<file path="config.mk">
export PLATFORM = sky130hd
export DESIGN_NAME = esp32_xfer_mem_bridge
export DESIGN_NICKNAME = d
export VERILOG_FILES = /design/src/rtl/esp32_xfer_pkg.sv /design/src/rtl/esp32_wc_buf.sv /design/src/rtl/esp32_xfer_mem_bridge.sv
export SDC_FILE = /design/constraint.sdc
export NUM_CORES = 1
export LEC_CHECK = 0
export CAP_MARGIN = 20
export CORE_MARGIN = 1.5
export CORE_UTILIZATION = 40
export CTS_CLUSTER_SIZE = 24
export DETAILED_ROUTE_END_ITERATION = 12
export MAX_ROUTING_LAYER = met4
export PLACE_DENSITY = 0.71
export RECOVER_POWER = 50
export SLEW_MARGIN = 20
export SYNTH_ARGS = -nofsm -noshare
export SYNTH_HDL_FRONTEND = slang
export SYNTH_SLANG_ARGS = --single-unit
</file>
<file path="constraint.sdc">
create_clock -name clk -period 2.6 [get_ports clk]
set_clock_uncertainty 0.15 [all_clocks]
set_input_delay 0.52 -clock clk [delete_from_list [all_inputs] [get_ports clk]]
set_output_delay 0.52 -clock clk [all_outputs]
set_load 0.02 [all_outputs]
</file>
<file path="src/rtl/esp32_xfer_pkg.sv">
// Shared types and byte-lane helpers for the ESP32 XFER memory bridge.
package esp32_xfer_pkg;

  typedef enum logic [1:0] {
    S_IDLE,
    S_WR,
    S_RD,
    S_RDW
  } state_t;

  // One 32-bit word staged for a memory write.
  typedef struct packed {
    logic [21:0] addr;
    logic [31:0] data;
    logic [3:0]  be;
    logic        v;
  } wbuf_t;

  // Replace one little-endian byte lane of a word.
  function automatic logic [31:0] lane_insert(input logic [31:0] word,
                                              input logic [1:0]  lane,
                                              input logic [7:0]  b);
    logic [31:0] w;
    w = word;
    w[{lane, 3'b000} +: 8] = b;
    return w;
  endfunction

  // Pull one little-endian byte lane out of a word.
  function automatic logic [7:0] lane_extract(input logic [31:0] word,
                                              input logic [1:0]  lane);
    return word[{lane, 3'b000} +: 8];
  endfunction

  function automatic logic [3:0] lane_onehot(input logic [1:0] lane);
    return 4'b0001 << lane;
  endfunction

endpackage

</file>
<file path="src/rtl/esp32_wc_buf.sv">
// Write-combine buffer: one open word (wb), one word queued for the memory
// port (fl), byte merging and the idle-flush timeout.
// The word being written to memory always sits in fl, so wb can keep
// accepting bytes while a flush is outstanding.
module esp32_wc_buf
  import esp32_xfer_pkg::*;
#(
  parameter int FLUSH_TO_CYC = 64
) (
  input  logic        clk,
  input  logic        rst_n,
  input  logic        wr_en,
  input  logic [23:0] wr_addr,
  input  logic [7:0]  wr_data,
  input  logic        promote,
  input  logic        fl_clr,
  output wbuf_t       wb,
  output wbuf_t       fl,
  output logic        wr_accept,
  output logic        overrun,
  output logic        flush_want
);

  localparam int CW = $clog2(FLUSH_TO_CYC + 1);

  logic [CW-1:0] to_cnt;
  logic [21:0]   wr_word;
  logic [1:0]    wr_lane;
  logic          wb_live;
  logic          fl_free;
  logic          same_word;
  logic          need_move;

  assign wr_word = wr_addr[23:2];
  assign wr_lane = wr_addr[1:0];
  // A buffer being promoted this cycle is already on its way to fl.
  assign wb_live = wb.v && !promote;
  // fl can take a new word in the same cycle its previous word is acked.
  assign fl_free   = !fl.v || fl_clr;
  assign same_word = wb_live && (wb.addr == wr_word);
  assign need_move = wr_en && wb_live && !same_word;
  assign overrun   = need_move && !fl_free;
  assign wr_accept = wr_en && !overrun;
  assign flush_want = wb.v && ((wb.be == 4'hF) || (to_cnt >= CW'(FLUSH_TO_CYC)));

  // Buffer and flush-register update: clear, promote, then apply the new byte.
  always_ff @(posedge clk or negedge rst_n) begin
    if (!rst_n) begin
      wb <= '0;
      fl <= '0;
    end else begin
      if (fl_clr) fl.v <= 1'b0;
      if (promote) begin
        fl   <= wb;
        wb.v <= 1'b0;
      end
      if (wr_accept) begin
        if (same_word) begin
          wb.data <= lane_insert(wb.data, wr_lane, wr_data);
          wb.be   <= wb.be | lane_onehot(wr_lane);
        end else begin
          if (wb_live) fl <= wb;
          wb.addr <= wr_word;
          wb.data <= lane_insert(32'h0, wr_lane, wr_data);
          wb.be   <= lane_onehot(wr_lane);
          wb.v    <= 1'b1;
        end
      end
    end
  end

  // Idle counter: restarts on any write attempt, saturates at the limit.
  always_ff @(posedge clk or negedge rst_n) begin
    if (!rst_n) begin
      to_cnt <= '0;
    end else if (wr_en || !wb.v || promote) begin
      to_cnt <= '0;
    end else if (to_cnt != CW'(FLUSH_TO_CYC)) begin
      to_cnt <= to_cnt + 1'b1;
    end
  end

endmodule

</file>
<file path="src/rtl/esp32_xfer_mem_bridge.sv">
// Bridges byte-wide XFER writes/reads onto a 32-bit word memory port with
// a write-combine buffer and a one-word read cache.
module esp32_xfer_mem_bridge
  import esp32_xfer_pkg::*;
#(
  parameter logic [2:0] SPACE_ID     = 3'd0,
  parameter int         FLUSH_TO_CYC = 64,
  parameter logic [7:0] RD_DUMMY     = 8'hFF
) (
  input  logic        clk,
  input  logic        rst_n,
  input  logic        mem_wr_en,
  input  logic [2:0]  mem_space,
  input  logic [23:0] mem_wr_addr,
  input  logic [7:0]  mem_wr_data,
  input  logic        mem_rd_req,
  input  logic [2:0]  mem_rd_space,
  input  logic [23:0] mem_rd_addr,
  output logic        mem_rd_valid,
  output logic [7:0]  mem_rd_data,
  output logic        ram_req,
  output logic        ram_we,
  output logic [21:0] ram_addr,
  output logic [31:0] ram_wdata,
  output logic [3:0]  ram_be,
  input  logic        ram_ack,
  input  logic        ram_rvalid,
  input  logic [31:0] ram_rdata,
  output logic        busy,
  output logic        err_overrun,
  input  logic        err_clr
);

  state_t      state;
  wbuf_t       wb;
  wbuf_t       fl;
  logic        wr_own;
  logic        wr_accept;
  logic        wc_overrun;
  logic        flush_want;
  logic        promote;
  logic        fl_clr;
  logic        fill;
  logic [21:0] wr_word;
  logic [21:0] rd_word;
  logic        rd_own;
  logic        rd_pend_hit;
  logic        rd_hit;
  logic        rd_drop;

  logic        rc_v;
  logic [21:0] rc_addr;
  logic [31:0] rc_data;
  logic        rp_v;
  logic [23:0] rp_addr;

  logic [31:0] rc_data_next;
  logic [21:0] rc_base_addr;
  logic        rc_base_v;

  assign wr_own  = mem_wr_en && (mem_space == SPACE_ID);
  assign wr_word = mem_wr_addr[23:2];
  assign rd_own  = (mem_rd_space == SPACE_ID);
  assign rd_word = mem_rd_addr[23:2];

  assign promote = (state == S_IDLE) && !fl.v && wb.v && (rp_v || flush_want);
  assign fl_clr  = (state == S_WR) && ram_ack;
  assign fill    = (state == S_RDW) && ram_rvalid;

  // Any write not yet in memory for this word (including this cycle's) forces a miss.
  assign rd_pend_hit = (wb.v && (wb.addr == rd_word)) ||
                       (fl.v && (fl.addr == rd_word)) ||
                       (wr_accept && (wr_word == rd_word));
  assign rd_hit  = rc_v && (rc_addr == rd_word) && !rd_pend_hit;
  assign rd_drop = mem_rd_req && rp_v;

  assign busy = (state != S_IDLE) || wb.v || fl.v;

  esp32_wc_buf #(
    .FLUSH_TO_CYC(FLUSH_TO_CYC)
  ) u_wc_buf (
    .clk       (clk),
    .rst_n     (rst_n),
    .wr_en     (wr_own),
    .wr_addr   (mem_wr_addr),
    .wr_data   (mem_wr_data),
    .promote   (promote),
    .fl_clr    (fl_clr),
    .wb        (wb),
    .fl        (fl),
    .wr_accept (wr_accept),
    .overrun   (wc_overrun),
    .flush_want(flush_want)
  );

  // Next cache word: fresh fill data (if any) with this cycle's write patched in.
  always_comb begin
    rc_base_addr = fill ? rp_addr[23:2] : rc_addr;
    rc_base_v    = rc_v || fill;
    rc_data_next = fill ? ram_rdata : rc_data;
    if (wr_accept && rc_base_v && (rc_base_addr == wr_word)) begin
      rc_data_next = lane_insert(rc_data_next, mem_wr_addr[1:0], mem_wr_data);
    end
  end

  // Read cache registers.
  always_ff @(posedge clk or negedge rst_n) begin
    if (!rst_n) begin
      rc_v    <= 1'b0;
      rc_addr <= '0;
      rc_data <= '0;
    end else begin
      rc_v    <= rc_base_v;
      rc_addr <= rc_base_addr;
      rc_data <= rc_data_next;
    end
  end

  // Memory-port FSM plus read request intake; all port outputs registered.
  always_ff @(posedge clk or negedge rst_n) begin
    if (!rst_n) begin
      state        <= S_IDLE;
      ram_req      <= 1'b0;
      ram_we       <= 1'b0;
      ram_addr     <= '0;
      ram_wdata    <= '0;
      ram_be       <= '0;
      mem_rd_valid <= 1'b0;
      mem_rd_data  <= 8'hFF;
      rp_v         <= 1'b0;
      rp_addr      <= '0;
    end else begin
      mem_rd_valid <= 1'b0;
      case (state)
        S_IDLE: begin
          if (fl.v) begin
            ram_req   <= 1'b1;
            ram_we    <= 1'b1;
            ram_addr  <= fl.addr;
            ram_wdata <= fl.data;
            ram_be    <= fl.be;
            state     <= S_WR;
          end else if (promote) begin
            ram_req   <= 1'b1;
            ram_we    <= 1'b1;
            ram_addr  <= wb.addr;
            ram_wdata <= wb.data;
            ram_be    <= wb.be;
            state     <= S_WR;
          end else if (rp_v) begin
            ram_req  <= 1'b1;
            ram_we   <= 1'b0;
            ram_addr <= rp_addr[23:2];
            ram_be   <= 4'hF;
            state    <= S_RD;
          end
        end
        S_WR: begin
          if (ram_ack) begin
            ram_req <= 1'b0;
            state   <= S_IDLE;
          end
        end
        S_RD: begin
          if (ram_ack) begin
            ram_req <= 1'b0;
            state   <= S_RDW;
          end
        end
        S_RDW: begin
          if (ram_rvalid) begin
            mem_rd_valid <= 1'b1;
            mem_rd_data  <= lane_extract(ram_rdata, rp_addr[1:0]);
            rp_v         <= 1'b0;
            state        <= S_IDLE;
          end
        end
        default: state <= S_IDLE;
      endcase

      if (mem_rd_req && !rp_v) begin
        if (!rd_own) begin
          mem_rd_valid <= 1'b1;
          mem_rd_data  <= RD_DUMMY;
        end else if (rd_hit) begin
          mem_rd_valid <= 1'b1;
          mem_rd_data  <= lane_extract(rc_data, mem_rd_addr[1:0]);
        end else begin
          rp_v    <= 1'b1;
          rp_addr <= mem_rd_addr;
        end
      end
    end
  end

  // Sticky overrun flag; a new overrun beats a simultaneous clear.
  always_ff @(posedge clk or negedge rst_n) begin
    if (!rst_n) begin
      err_overrun <= 1'b0;
    end else if (wc_overrun || rd_drop) begin
      err_overrun <= 1'b1;
    end else if (err_clr) begin
      err_overrun <= 1'b0;
    end
  end

endmodule

</file>
==> results by group <==
Status
  – Status: complete, but fails checks
  – Failing checks: setup timing

Clock network
  – Root Buffer: clkbuf_16
  – H-tree depth: 1
  – CTS tree: done
  – Clk Latency, worst-skew pair: around 560 ps
  – Clk sinks: 277
  – Clk pin slew, worst setup/hold paths: 60 ps
  – Total CTS buffers: 29
  – Clock Path Buffers: 3

Placed design
  – Area after DPL: between 15000 and 20000 µm²
  – Port bufs: roughly 170
  – Placed cells: 2262
  – Dpl hpwl: ~37 mm
  – Final GP Congestion: 0.999

GRT
  – Largest net degree at the start of global routing: 75
  – Met2 Track Usage GR: between 40% and 50%
  – Overflow after GRT: 0
  – Global-route wire length before repair: roughly 81 mm
  – GR peak layer: met2
  – Number of global-route vias before repair: between 10000 and 15000
  – GRT Total Usage: roughly 28%
  – GR Util met1: between 30 and 40%
  – Initial antenna violation count: 1
  – Met3 global-route usage: around 4.1%

Yosys
  – Unique masters post-synth: ~70
  – Ys flop type: dfrtp_1
  – Async set or reset register ratio after synthesis: 100%
  – Synthesized area: approximately 15000 µm²
  – Mean post-synth cell area: 9.97 µm²
  – Post-synth EDFFs: 0
  – Yosys warns: 0
  – Seq/Total Area, Yosys: 46.9%
  – Post-Syn Nets: approximately 1600
  – Mapped Cells: 1485
  – Synth Register Bits: roughly 280

Timing
  – RSZ-0062 raised after global routing: true
  – Final Max Slew Viols: 0
  – Slew Limit Headroom: 35.8%
  – Final setup vio count: around 120
  – Fmax: 347 MHz
  – Final WS setup: -282 ps
  – Post-route clock period utilization: 111%
  – Fin crit period: around 2900 ps
  – Measured slew at the worst slew-check pin: a little under 1000 ps
  – Hold Fails Final Rpt: 0
  – Min Hold Slack: around 320 ps

Power and ir drop
  – PwrDens: 1030 nW/µm²
  – Pwr Total: between 0.02 and 0.025 W
  – Peak supply drop: between 0.6 and 0.7 mV
  – LEAKAGE: between 10 and 15 nW

Finish
  – Fillers: 2960
  – Post-Layout Cell Count: between 2000 and 2500
  – Layout area overhead: 44.8%
  – Share of cells above drive strength 1: around 30%
  – Util after Layout: 58.7%
  – Cell area after layout: 21500 µm²
  – Nets: roughly 2000

Critical path
  – Critical Path RT: between 2000 and 3000 ps
  – Crit path kind: register to register
  – Worst setup EP type: register
  – Crit-path max cell delay: 430 ps
  – Worst setup path endpoint: rp_addr[19]$_DFFE_PN0P_
  – R2R Path End: rp_addr[19]$_DFFE_PN0P_
  – Levels on crit path: 10
  – Reg2Reg Depth: 10
  – CP top delay family: simple AND/OR/NAND/NOR gates
  – Flop2flop setup slack: -280 ps
  – CP Data Arrival Time: between 3000 and 4000 ps
  – Worst path slowest cell: o311ai_4
  – Crit Path Max Fanout: 6
  – CP cell instances: xor2_2, nor4_2, buf_4, nand4_1, o311ai_4, a211oi_4, nor3_4, buf_6, buf_12, mux2_4
  – WP buf/inv: 3
  – Crit start category: register

Drt
  – 1st-iter DRT viols: ~1200
  – Via-to-Cell Ratio: 5.55
  – Post-Route WL: between 50 and 60 mm
  – WL per Instance: roughly 23 µm
  – Post-DRT Antenna Nets: 0
  – DR pass1 iterations: 5
  – # DRC: 0
  – Vias after detailed routing: roughly 13000

Floorplanning
  – Initial core utilization: between 40% and 50%
  – Die Area: 38200 µm²
  – Site row count: 70
  – Top Ports: 172
  – DIE HEIGHT: approximately 200 µm
  – Core Area: roughly 37000 µm²
  – Die X: 195 µm

Worst hold path
  – Hold WC Path Type: input port to register
  – Hold Path Origin: mem_rd_addr[6]

Job
  – Max Cap Viol: 0
## worst min-delay path by stage
stage | to | slack, ps | cells after the start
floorplan | asynchronous set/reset pin | 70 | 0
global placement | asynchronous set/reset pin | 270 | 1
detailed placement | asynchronous set/reset pin | 270 | 1
CTS | asynchronous set/reset pin | 270 | 2
global route | u_wc_buf.wb[49]$_DFFE_PN0P_ | 330 | 3
finish | rp_addr[6]$_DFFE_PN0P_ | 320 | 3
## timing repair
action | CTS | global route
buffers inserted | 23 | 18
pin swaps | 36 | 30
cloned | 10 | 7
hold buffers | 1 | 0
gates resized for setup | 180 | 93
endpoints found under the setup margin | 181 | 205
endpoints found under the hold margin | 33 | 0
## worst min-delay path: stages
cell,delay (ps)
dlygate4sd2_1,210
buf_6,130
mux2_4,140
## routing by layer
metal | vias to the layer above | routed length (µm)
li1 | 5900 | -
met1 | 6558 | 23300
met2 | 538 | 24100
met3 | 118 | 3940
met4 | 0 | 1960
met5 | - | 0
## power by group
group | switching, W | leakage, nW | internal, W
Sequential | 0.00135 | 3.60 | 0.00576
Clock | 0.00180 | 0.507 | 0.00268
Combinational | 0.00524 | 5.99 | 0.00527
## per-stage QoR
step,setup WS [ps],setup TNS [ps]
after global placement,-1310,-153330
after floorplan,-220,-18680
final,-282,-23220
after global routing,-333,-31630
after detailed placement,-1240,-153080
after CTS,-215,-15050
## cell families (layout without fill, tap and decap cells)
group | Yosys count | count (layout) | share of synthesized area [%]
flip-flops | 277 | 277 | 46.9
adder cells (fa/ha/maj) | 12 | 12 | 1.01
multiplexers | 145 | 145 | 11.9
AO/OA/AOI/OAI | 304 | 304 | 12.7
XOR/XNOR | 123 | 123 | 7.27
buffers and inverters | 133 | 544 | 3.78
AND/OR/NAND/NOR | 491 | 491 | 16.5
other | 0 | 1 | 0
## cell usage in the layout (no fill, tap or decap), types with 34 or more instances in the layout
master           Yosys  routed
a21o_1              39      39
a21oi_1             75      65
buf_4                5     223
buf_6                3      42
clkbuf_16            0      34
clkdlybuf4s50_1      0     132
dfrtp_1            269     265
dlygate4sd2_1        0      34
mux2_4               0      81
mux2i_1             45      45
nand2_1            306     304
nand2b_1            41      40
o21ai_0            112     109
xnor2_1             50      45
xor2_1              73      61
## Yosys cell counts, types with 4 or more instances
cell type	n	area [µm²]
clkbuf_1	70	263
nand2b_1	41	257
a21o_1	39	293
nand3_1	14	70.1
a31oi_1	4	25.0
buf_1	18	67.6
mux2_2	55	619
o22ai_1	7	43.8
nand4_1	22	138
mux4_2	16	360
nor3_1	8	40.0
nor4_4	5	106
a21boi_1	4	30.0
dfrtp_1	269	6730
o21ai_0	112	561
a22o_1	27	236
a21oi_1	75	375
buf_4	5	37.5
mux2i_1	45	450
inv_1	21	78.8
nand2_1	306	1150
dfstp_2	8	210
nor4b_1	4	35.0
nor4b_4	4	95.1
xor2_1	73	639
nand4b_1	5	43.8
xnor2_1	50	438
o21a_1	11	82.6
a211oi_1	5	37.5
nor2_1	20	75.1
nor4_1	24	150
and3_1	6	37.5
nor2b_1	14	87.6
ha_1	12	150
mux2_1	29	327
buf_2	15	75.1
## layout make-up
cell class / count / area (µm²) / share of cell area, %
clock buffer: 35 / 798 / 3.72
inverter: 22 / 85.1 / 0.397
multi-input combinational: 1075 / 8280 / 38.6
sequential: 277 / 6950 / 32.4
timing repair buffer: 471 / 4520 / 21.1
clock inverter: 16 / 225 / 1.05
antenna: 1 / 2.50 / 0.0117
tap: 468 / 586 / 2.73
Note: power is estimated with default switching activity, not from simulation.
